### config.mk
export PLATFORM = sky130hd
export DESIGN_NAME = e_cc_unit
export DESIGN_NICKNAME = d
export VERILOG_FILES = /design/src/rtl/y86_defs.sv /design/src/rtl/e_cc_unit_cond_eval.sv /design/src/rtl/e_cc_unit.sv
export SDC_FILE = /design/constraint.sdc
export NUM_CORES = 1
export LEC_CHECK = 0
export CAP_MARGIN = 5
export CORE_AREA = 2 2 82 84
export CTS_CLUSTER_SIZE = 20
export DETAILED_ROUTE_END_ITERATION = 6
export DIE_AREA = 0 0 84 86
export GPL_ROUTABILITY_DRIVEN = 0
export SYNTH_ARGS = -nofsm -noshare
export SYNTH_HDL_FRONTEND = slang
export SYNTH_SLANG_ARGS = --single-unit
### constraint.sdc
create_clock -name clk -period 2.5 [get_ports clk]
set_input_delay 0.375 -clock clk [delete_from_list [all_inputs] [get_ports clk]]
set_output_delay 0.375 -clock clk [all_outputs]
set_load 0.01 [all_outputs]
### src/rtl/y86_defs.sv
// rtl/y86_defs.sv - shared Y86-64 instruction, function, condition and status codes
//
// Purpose: single home for the encodings used by the execute-stage logic.
// Ports: none (package).
package y86_defs;

  // instruction codes
  localparam logic [3:0] I_HALT   = 4'h0;
  localparam logic [3:0] I_NOP    = 4'h1;
  localparam logic [3:0] I_CMOVXX = 4'h2;
  localparam logic [3:0] I_IRMOVQ = 4'h3;
  localparam logic [3:0] I_RMMOVQ = 4'h4;
  localparam logic [3:0] I_MRMOVQ = 4'h5;
  localparam logic [3:0] I_OPQ    = 4'h6;
  localparam logic [3:0] I_JXX    = 4'h7;
  localparam logic [3:0] I_CALL   = 4'h8;
  localparam logic [3:0] I_RET    = 4'h9;
  localparam logic [3:0] I_PUSHQ  = 4'hA;
  localparam logic [3:0] I_POPQ   = 4'hB;

  // ALU function codes for OPq
  localparam logic [3:0] ALU_ADD = 4'h0;
  localparam logic [3:0] ALU_SUB = 4'h1;
  localparam logic [3:0] ALU_AND = 4'h2;
  localparam logic [3:0] ALU_XOR = 4'h3;

  // condition function codes for jXX / cmovXX
  localparam logic [3:0] C_YES = 4'h0;
  localparam logic [3:0] C_LE  = 4'h1;
  localparam logic [3:0] C_L   = 4'h2;
  localparam logic [3:0] C_E   = 4'h3;
  localparam logic [3:0] C_NE  = 4'h4;
  localparam logic [3:0] C_GE  = 4'h5;
  localparam logic [3:0] C_G   = 4'h6;

  // pipeline status codes
  localparam logic [2:0] S_AOK = 3'd1;
  localparam logic [2:0] S_HLT = 3'd2;
  localparam logic [2:0] S_ADR = 3'd3;
  localparam logic [2:0] S_INS = 3'd4;

  // condition-code register layout, {ZF,SF,OF}
  typedef struct packed {
    logic zf;
    logic sf;
    logic of;
  } cc_t;

  localparam cc_t CC_RESET = '{zf: 1'b1, sf: 1'b0, of: 1'b0};

  // an instruction in this state must not let younger OPqs update CC
  function automatic logic is_exception(input logic [2:0] stat);
    return (stat == S_ADR) || (stat == S_INS) || (stat == S_HLT);
  endfunction

endpackage

### src/rtl/e_cc_unit_cond_eval.sv
// rtl/e_cc_unit_cond_eval.sv - jXX/cmovXX condition evaluator
//
// Purpose: map a condition ifun and a {ZF,SF,OF} triple to a taken/move flag.
// Ports:
//   cc   in  3 : condition codes {ZF,SF,OF}
//   ifun in  4 : condition function code
//   cnd  out 1 : condition outcome (0 for undefined ifun codes)
module cond_eval
  import y86_defs::*;
(
  input  logic [2:0] cc,
  input  logic [3:0] ifun,
  output logic       cnd
);

  logic zf;
  logic sf;
  logic of;

  assign zf = cc[2];
  assign sf = cc[1];
  assign of = cc[0];

  always_comb begin
    cnd = 1'b0;
    case (ifun)
      C_YES:   cnd = 1'b1;
      C_LE:    cnd = (sf ^ of) | zf;
      C_L:     cnd = sf ^ of;
      C_E:     cnd = zf;
      C_NE:    cnd = ~zf;
      C_GE:    cnd = ~(sf ^ of);
      C_G:     cnd = ~(sf ^ of) & ~zf;
      default: cnd = 1'b0;
    endcase
  end

endmodule

### src/rtl/e_cc_unit.sv
// rtl/e_cc_unit.sv - execute-stage condition-code unit
//
// Purpose: derive ZF/SF/OF from the ALU operands/result, hold them in the
// architectural CC register, and evaluate jXX/cmovXX conditions against the
// held CC.
// Ports:
//   clk       in  1 : core clock
//   rst_n     in  1 : synchronous active-low reset
//   E_icode   in  4 : instruction code in E
//   E_ifun    in  4 : function code in E
//   e_aluA    in  W : ALU operand A
//   e_aluB    in  W : ALU operand B
//   e_valE    in  W : ALU result
//   m_stat    in  3 : status of instruction in M
//   W_stat    in  3 : status of instruction in W
//   cc_o      out 3 : held CC {ZF,SF,OF}
//   set_cc_o  out 1 : CC write enable this cycle
//   e_cnd     out 1 : condition outcome under held CC
module e_cc_unit
  import y86_defs::*;
#(
  parameter int W = 64
) (
  input  logic         clk,
  input  logic         rst_n,
  input  logic [3:0]   E_icode,
  input  logic [3:0]   E_ifun,
  input  logic [W-1:0] e_aluA,
  input  logic [W-1:0] e_aluB,
  input  logic [W-1:0] e_valE,
  input  logic [2:0]   m_stat,
  input  logic [2:0]   W_stat,
  output logic [2:0]   cc_o,
  output logic         set_cc_o,
  output logic         e_cnd
);

  cc_t  cc_q;
  cc_t  cc_new;
  logic set_cc;
  logic cnd_raw;
  logic a_msb;
  logic b_msb;
  logic r_msb;

  assign a_msb = e_aluA[W-1];
  assign b_msb = e_aluB[W-1];
  assign r_msb = e_valE[W-1];

  // Only the sign bits of the operands feed overflow detection.
  logic unused_operand_bits;
  assign unused_operand_bits = ^{e_aluA[W-2:0], e_aluB[W-2:0]};

  // OPq with an undefined ALU function is already an INS in decode; keep it
  // from touching CC. An exception in M or W blocks every younger OPq.
  assign set_cc = (E_icode == I_OPQ) && (E_ifun <= ALU_XOR)
                  && !is_exception(m_stat) && !is_exception(W_stat);

  always_comb begin
    cc_new    = '0;
    cc_new.zf = (e_valE == '0);
    cc_new.sf = r_msb;
    case (E_ifun)
      ALU_ADD: cc_new.of = (a_msb == b_msb) && (r_msb != b_msb);
      ALU_SUB: cc_new.of = (a_msb != b_msb) && (r_msb != b_msb);
      default: cc_new.of = 1'b0;
    endcase
  end

  always_ff @(posedge clk) begin
    if (!rst_n) begin
      cc_q <= CC_RESET;
    end else if (set_cc) begin
      cc_q <= cc_new;
    end
  end

  // The condition is evaluated on the held CC: an OPq and a dependent
  // jXX/cmov are never in E together, so no bypass of cc_new is needed.
  cond_eval u_cond_eval (
    .cc   (cc_q),
    .ifun (E_ifun),
    .cnd  (cnd_raw)
  );

  assign e_cnd    = ((E_icode == I_JXX) || (E_icode == I_CMOVXX)) ? cnd_raw : 1'b0;
  assign cc_o     = cc_q;
  assign set_cc_o = set_cc;

endmodule

* Word-level counts from Yosys, hierarchy flattened
Cells that the tools add are included.
** Word-level totals
- Output and inout bits :: 5
- Bits in registers :: 3
- Word-level logic and storage cells :: 44
- Input bits :: 208
** Operators by class
- Equal/unequal tests :: 18
- Bitwise gates (word level) :: 5
- Reductions and logical operators :: 14
- Muxes and demuxes :: 3
- $lt $le $gt $ge :: 1
** Operator list (number)
- zero test 64 bit :: 1
- equality test 4 x 3 -> 1 bit, second input constant :: 5
- equality test 3 x 2 -> 1 bit, second input constant :: 4
- equality test 4 x 2 -> 1 bit, second input constant :: 3
- one-hot mux 1 bit (7 select lines) :: 1
- equality test 3 bit, second input constant :: 2
- logical AND 1 bit :: 5
- logical OR 1 bit :: 5
- equality test 4 x 1 -> 1 bit, second input constant :: 1
- <= comparator 4 x 2 -> 1 bit, second input constant :: 1
- zero test 4 bit :: 1
- zero test 1 bit :: 2
- != test 1 bit :: 2
- inverter 1 bit :: 2
- one-hot mux 1 bit (2 select lines) :: 1
- AND 1 bit :: 1
- equality test 1 bit :: 1
- two-way mux 1 bit :: 1
- bitwise OR 1 bit :: 1
- bitwise XOR 1 bit :: 1

* Depth between registers and ports, before layout
Gate-level depths: netlist (run 1).
- Word-level depth :: 6
- Depth in mapped cells :: 4

* By module
From an unflattened synthesis (run 1), not the netlist that was laid out.
** Second synthesis, totals
- Cells, all modules :: 56
- Area, all modules :: 444.2 um2
** Modules (own cells, without submodules)
- e_cc_unit :: times used 1, cells an instance 46, sequential area each 60.1 um2, area an instance 362.8 um2
- cond_eval :: times used 1, cells an instance 10, sequential area each 0.0 um2, area an instance 81.3 um2

* Least setup slack after synthesis (run 1)
OpenSTA, ideal clock, no wires.
- Path kind :: reg2out
- From :: register cc_q (netlist bit cc_o[0])
- To :: output port e_cnd
- Slack :: 0.906 ns
- Cell stages (with the launch flop) :: 5
- Arrival :: 1.219 ns
- Cell sequence :: dfxtp_1 -> xnor2_1 -> mux2i_1 -> o21ai_0 -> a311oi_1
** On the way
- Longest elaborated chain between the ends :: 5
- Elaborated cells on any way between the ends :: 6
- Classes of those cells :: mux: 2; bitwise: 4
** RTL lines
- start: declaration :: line e_cc_unit.sv:38 : cc_t cc_q;
- start signal: assignment :: line e_cc_unit.sv:74 : cc_q <= cc_new;
- bitwise XOR 1 bit *
- inverter 1 bit :: line e_cc_unit_cond_eval.sv:32, e_cc_unit_cond_eval.sv:33
- AND 1 bit :: line e_cc_unit_cond_eval.sv:33 : C_G: cnd = ~(sf ^ of) & ~zf;
- one-hot mux 1 bit (7 select lines) * :: line e_cc_unit_cond_eval.sv:26 : case (ifun)
- two-way mux 1 bit * :: line e_cc_unit.sv:86 : assign e_cnd = ((E_icode == I_JXX) || (E_icode == I_CMOVXX)) ? cnd_raw : 1'b0;
- end: declaration :: line e_cc_unit.sv:35 : output logic e_cnd
Mark *: on every way between the ends. The rest lies on a longest branch, timed or not.

* Worst setup path in the final report (run 1)
- From :: input port m_stat[1]
- To :: output port set_cc_o
** On the way
- Longest elaborated chain between the ends :: 6
- Elaborated cells on any way between the ends :: 8
- Classes of those cells :: eq/ne: 3; reduce/logical: 5
** RTL lines
- start: declaration :: line e_cc_unit.sv:31 : input logic [2:0] m_stat,
- equality test 3 x 2 -> 1 bit / equality test 3 bit (equally long branches) :: line y86_defs.sv:53 : return (stat == S_ADR) || (stat == S_INS) || (stat == S_HLT);
- logical OR 1 bit :: line y86_defs.sv:53
- logical OR 1 bit * :: line y86_defs.sv:53
- zero test 1 bit * :: line e_cc_unit.sv:57 : && !is_exception(m_stat) && !is_exception(W_stat);
- logical AND 1 bit * (2 in a row) :: line e_cc_unit.sv:57
- end: declaration :: line e_cc_unit.sv:34 : output logic set_cc_o,
Marked as above.

==> out/results.ini, run 1 <==
[synth]
synth_top_family_by_area = simple AND/OR/NAND/NOR gates
synthesis.nets = 270
synthMuxAreaShare_pct = 4.42
syn-instance-count = 62
synth_compound_area_share_pct = 18.8
ys_types = 23
synth_fa_ha_area_share_pct = 0
seq_area_frac_synth_pct = 13.3
synthXorXnorAreaFrac_pct = 5.80
synth-seq-cells = 3
syn_avg_cell_area_sq_um = 7.31
yosys_warnings = 0
netlist_area_sq_um = 453
yosys.area_share.simple_pct = 55.2

[floorplan]
ioPinCount = 213
fp.coreArea_sq_um = 6280
die_area_sq_um = 7220
die_height_microns = 86
chipWidth_microns = 84
placementRows = 29
initial_core_util_pct = 7.22

[final_layout]
largest_reg_flops = 3
stdcell_area_sq_um = 1500
final_cell_mix = clkdlybuf4s50_1, nor4_1, buf_4, nand4_1, a21oi_1
layout_commonest_cell = clkdlybuf4s50_1
diodes = 0
syn2layout_area_growth_pct = 231
n_fill_cell = 695
nNetsFinal = 367
drive_above_1_share_pct = 8.86

[run]
maxCapViolCount = 0

[placement]
placed_area_sq_um = 1460
io_buffers = 86
dp_hpwl_microns = 2500
place_ws_ps = -83.0

[cts]
cts_tree = built
cts-hold-fix-buffers = 0
cts_sinks = 3
htree_levels = 1
numCtsBuffers = 3
post-cts-setup-buffers = 0
cts_resized = 2
cts_buffer_depth = 2
clock-root-buffer = clkbuf_8
path_clk_slew_ps = 30
clock_latency_ps = 210

[pwr]
p_leak_nw = 0.517
power_per_cell_area_nw_per_um2 = 238
p_total_uw = 357
irDropWorstVdd_mv = 0.0851

[grt]
antenna_found_initial = 0
grt_usage_pct = 7.26
grt_pass1_vias = 1003
grt_pass1_wl_microns = 4160
grt_max_degree = 6
grt-ovfl-total = 0

[sta]
fin_ws_ps = 186
post-route-min-period_ps = 2310
timing.fmax_mhz = 432
fin_skew_ps = 0
rsz0062_at_grt = no
min_period_over_period_pct = 92.5
drv_slew = 0
slew_headroom_pct = 67.7
holdWs_ps = 510
hold_viol_final = 0
tightest_slew_ps = 480
setup-violations-final = 0

[worst_setup_path]
cp_top_family = simple AND/OR/NAND/NOR gates
cp.arrival_ps = 1940
cp_max_fo = 2
required_ps = 2120
cp_num_buf_inv = 2
slowest_stage = or4_4
slowest_delay_ps = 560
worstSetupPathType = in2out
start_kind = input port
end_kind = output pin
path_cells = clkdlybuf4s50_1 > nor2b_1 > or4_4 > nor2_4 > dlygate4sd2_1

[route]
route.detailed.drc = 0
wl_per_cell_microns = 11.1
routed_wl_microns = 2610
drt_pass1_iterations = 4
ant_nets = 0
drt_iter0_drc = 18
via_per_inst = 3.90
num_vias = 916

[status]
outcome = complete, no violations

[min_path]
hold_class = reg2reg

[worst reg2reg max path: stages (launching register included)]
cell and delay [ps]:
dfxtp_1 320, inv_1 100, a21oi_1 60, a211o_1 280
[through the flow]
step	TNS (ps)	std cells	util, %
2_1_floorplan	0	62	-
5_1_grt	0	235	23.9
3_3_place_gp	-150	231	23.2
6_report	0	235	23.9
4_1_cts	0	235	23.9
3_5_place_dp	-163	231	23.2
[final timing paths]
kind	from	to	slack, ps	depth (start not counted)
worst max-delay path	m_stat[1]	set_cc_o	190	5
worst min-delay path	cc_o[0]$_SDFFE_PN0P_	cc_o[0]$_SDFFE_PN0P_	510	2
worst max register to register	cc_o[2]$_SDFFE_PN1P_	cc_o[2]$_SDFFE_PN1P_	1630	3
worst min register to register	cc_o[0]$_SDFFE_PN0P_	cc_o[0]$_SDFFE_PN0P_	510	2
[final cells by class]
class                           instances  area [sq um]  area share, %
Clock buffer                            4          45.0           3.01
Inverter                                3          11.3          0.752
Multi-Input combinational cell         56           382           25.5
Sequential cell                         3          60.1           4.01
Tap cell                               77          96.3           6.43
Timing Repair Buffer                   92           903           60.3
[synthesized netlist by cell type (all sizes together)]
cell      n  area (sq um)
nor4     18           113
nor3      2          10.0
mux2i     2          20.0
or4       1          11.3
inv       3          11.3
nand2b    4          32.5
a211o     1          8.76
nor2b     2          12.5
a311oi    1          8.76
a21oi     4          20.0
a2111oi   1          15.0
o21ai     4          20.0
dfxtp     3          60.1
xnor2     1          8.76
nand3     2          10.0
nor3b     1          7.51
a2111o    1          12.5
nor2      4          22.5
nand4     5          31.3
xor2      2          17.5
[logic make-up after synthesis]
group	count (synthesis)
compound gates	12
xor+xnor	3
mux	2
buf+inv	3
flops	3
simple gates	39
[report_power, final]
| part | total, mW | internal [mW] | switching [mW] |
|---|---|---|---|
| Sequential | 0.0486 | 0.0484 | 0.000170 |
| Clock | 0.139 | 0.109 | 0.0300 |
| Combinational | 0.170 | 0.130 | 0.0400 |
| Total | 0.357 | 0.287 | 0.0701 |
[metal layers]
metal | vias to the layer above | track usage [%] | part of all wire [%]
met5 | - | 0 | 0
met3 | 2 | 1.64 | 12
met1 | 384 | 7.62 | 38
met4 | 0 | 3.08 | 1.2
li1 | 452 | - | -
met2 | 78 | 13.9 | 49
Note: power is estimated with default switching activity, not from simulation.
==> inputs of run 2 (changes only) <==
--- a/config.mk
+++ b/config.mk
@@ -11,6 +11,8 @@
 export DETAILED_ROUTE_END_ITERATION = 6
 export DIE_AREA = 0 0 84 86
 export GPL_ROUTABILITY_DRIVEN = 0
+export SKIP_CTS_REPAIR_TIMING = 1
+export SLEW_MARGIN = 20
 export SYNTH_ARGS = -nofsm -noshare
 export SYNTH_HDL_FRONTEND = slang
 export SYNTH_SLANG_ARGS = --single-unit
==> out/results.ini, run 2 (synthesis gave the netlist of run 1 again) <==
[cts]
clock-root-buffer = clkbuf_8
cts_buffer_depth = 2
cts_sinks = 3
clock_latency_ps = 210
path_clk_slew_ps = 30
numCtsBuffers = 3
cts_tree = built
htree_levels = 1

[final_layout]
layout_commonest_cell = clkdlybuf4s50_1
nNetsFinal = 367
stdcell_area_sq_um = 1510
largest_reg_flops = 3
n_fill_cell = 695
syn2layout_area_growth_pct = 232
stdcell_count = 235
final_cell_mix = clkdlybuf4s50_1, nor4_1, buf_4, nand4_1, a21oi_1
diodes = 0
drive_above_1_share_pct = 8.86

[grt]
grt-ovfl-total = 0
grt_max_degree = 6
grt_pass1_wl_microns = 4160
grt_usage_pct = 7.26
grt_pass1_vias = 1003
antenna_found_initial = 0

[worst_setup_path]
worstSetupPathType = in2out
cp_num_buf_inv = 2
reg2reg_to = cc_o[2]$_SDFFE_PN1P_
crit_cells = 5
end_kind = output pin
cp.arrival_ps = 1830
r2r-start = cc_o[2]$_SDFFE_PN1P_
startpoint = m_stat[1]
cp_max_fo = 2
path_cells = clkdlybuf4s50_1 > nor2b_1 > or4_4 > nor2_4 > dlymetal6s2s_1
slowest_delay_ps = 560
r2r_slack_ps = 1630
reg2regPathDepth = 3
required_ps = 2120
cp_top_family = simple AND/OR/NAND/NOR gates
start_kind = input port
slowest_stage = or4_4
crit_end = set_cc_o

[pwr]
p_comb_share_pct = 47.6
pwr-share-clk_pct = 38.8
p_int_uw = 287
p_leak_nw = 0.545
power_per_cell_area_nw_per_um2 = 237
p_sw_share_pct = 19.7
switchingPower_uw = 70.2
irDropWorstVdd_mv = 0.0831
pwr-share-seq_pct = 13.6

[placement]
placed_area_sq_um = 1460
dpl.cell_count = 231
io_buffers = 86
dp_hpwl_microns = 2500

[min_path]
hold_class = reg2reg
min_path_cells = 2

[floorplan]
chipWidth_microns = 84
die_area_sq_um = 7220
ioPinCount = 213
placementRows = 29
fp.coreArea_sq_um = 6280
initial_core_util_pct = 7.22
die_height_microns = 86

[sta]
slew_headroom_pct = 67.7
timing.fmax_mhz = 453
min_period_over_period_pct = 88.3
post-route-min-period_ps = 2210
tightest_slew_ps = 480
fin_skew_ps = 0
hold_viol_final = 0
rsz0062_at_grt = no
drv_slew = 0
setup-violations-final = 0

[run]
maxCapViolCount = 0

[route]
num_vias = 917
routed_wl_microns = 2610
via_per_inst = 3.90
ant_nets = 0
drt_iter0_drc = 15
wl_per_cell_microns = 11.1
route.detailed.drc = 0
drt_pass1_iterations = 4

[status]
outcome = complete, no violations

==> run 2: worst min-delay path by stage <==
| stage | startpoint | to | slack (ps) |
|---|---|---|---|
| after floorplan | e_valE[63] | cc_o[1]$_SDFFE_PN0P_ | 520 |
| after global placement | cc_o[0]$_SDFFE_PN0P_ | cc_o[0]$_SDFFE_PN0P_ | 510 |
| after detailed placement | cc_o[0]$_SDFFE_PN0P_ | cc_o[0]$_SDFFE_PN0P_ | 510 |
| after CTS | cc_o[0]$_SDFFE_PN0P_ | cc_o[0]$_SDFFE_PN0P_ | 520 |
| after global routing | cc_o[0]$_SDFFE_PN0P_ | cc_o[0]$_SDFFE_PN0P_ | 540 |
| final | cc_o[0]$_SDFFE_PN0P_ | cc_o[0]$_SDFFE_PN0P_ | 510 |
==> run 2: power by group through the flow <==
stage	logic (mW)	registers (mW)	clock network [mW]
floorplan	0.0244	0.0493	0
global placement	0.171	0.0492	0
detailed placement	0.172	0.0492	0
CTS	0.172	0.0486	0.143
global route	0.184	0.0486	0.148
finish	0.170	0.0486	0.139
==> run 2: final cells by class <==
| class | instances | area, sq um | area share [%] |
|---|---|---|---|
| timing repair buffer | 92 | 911 | 60.5 |
| sequential | 3 | 60.1 | 3.99 |
| tap | 77 | 96.3 | 6.40 |
| multi-input combinational | 56 | 382 | 25.4 |
| clock buffer | 4 | 45.0 | 2.99 |
| inverter | 3 | 11.3 | 0.748 |
==> run 2: layer usage <==
| layer | up-vias | routed length [microns] | global-route usage (%) | share of wire [%] |
|---|---|---|---|---|
| li1 | 452 | - | - | - |
| met1 | 385 | 997 | 7.62 | 38 |
| met2 | 78 | 1270 | 13.9 | 49 |
| met3 | 2 | 312 | 1.64 | 12 |
| met4 | 0 | 30 | 3.08 | 1.1 |
| met5 | - | 0 | 0 | 0 |
==> run 2: per-stage QoR <==
| step | setup TNS (ps) | power (mW) | worst slack (ps) | util (%) | hold slack, ps |
|---|---|---|---|---|---|
| after floorplan | 0 | 0.0736 | 906 | - | 521 |
| after global placement | -150 | 0.220 | -108 | 23.2 | 507 |
| after detailed placement | -163 | 0.221 | -83.0 | 23.2 | 513 |
| after CTS | -175 | 0.364 | -93.5 | 23.9 | 517 |
| after global routing | 0 | 0.380 | 215 | 24.0 | 541 |
| final | 0 | 0.357 | 293 | 24.0 | 510 |
==> run 2: worst min-delay path: stages (launching register included) <==
cell and delay (ps):
dfxtp_1 310, o21ai_1 80, a21oi_1 70
==> inputs of run 3 (changes only) <==
--- a/config.mk
+++ b/config.mk
@@ -5,6 +5,7 @@
 export SDC_FILE = /design/constraint.sdc
 export NUM_CORES = 1
 export LEC_CHECK = 0
+export ABC_CLOCK_PERIOD_IN_PS = 2500
 export CAP_MARGIN = 5
 export CORE_AREA = 2 2 82 84
 export CTS_CLUSTER_SIZE = 20
==> results of run 3 <==
No change in the layout: final DEF, timing and power equal those of run 2.
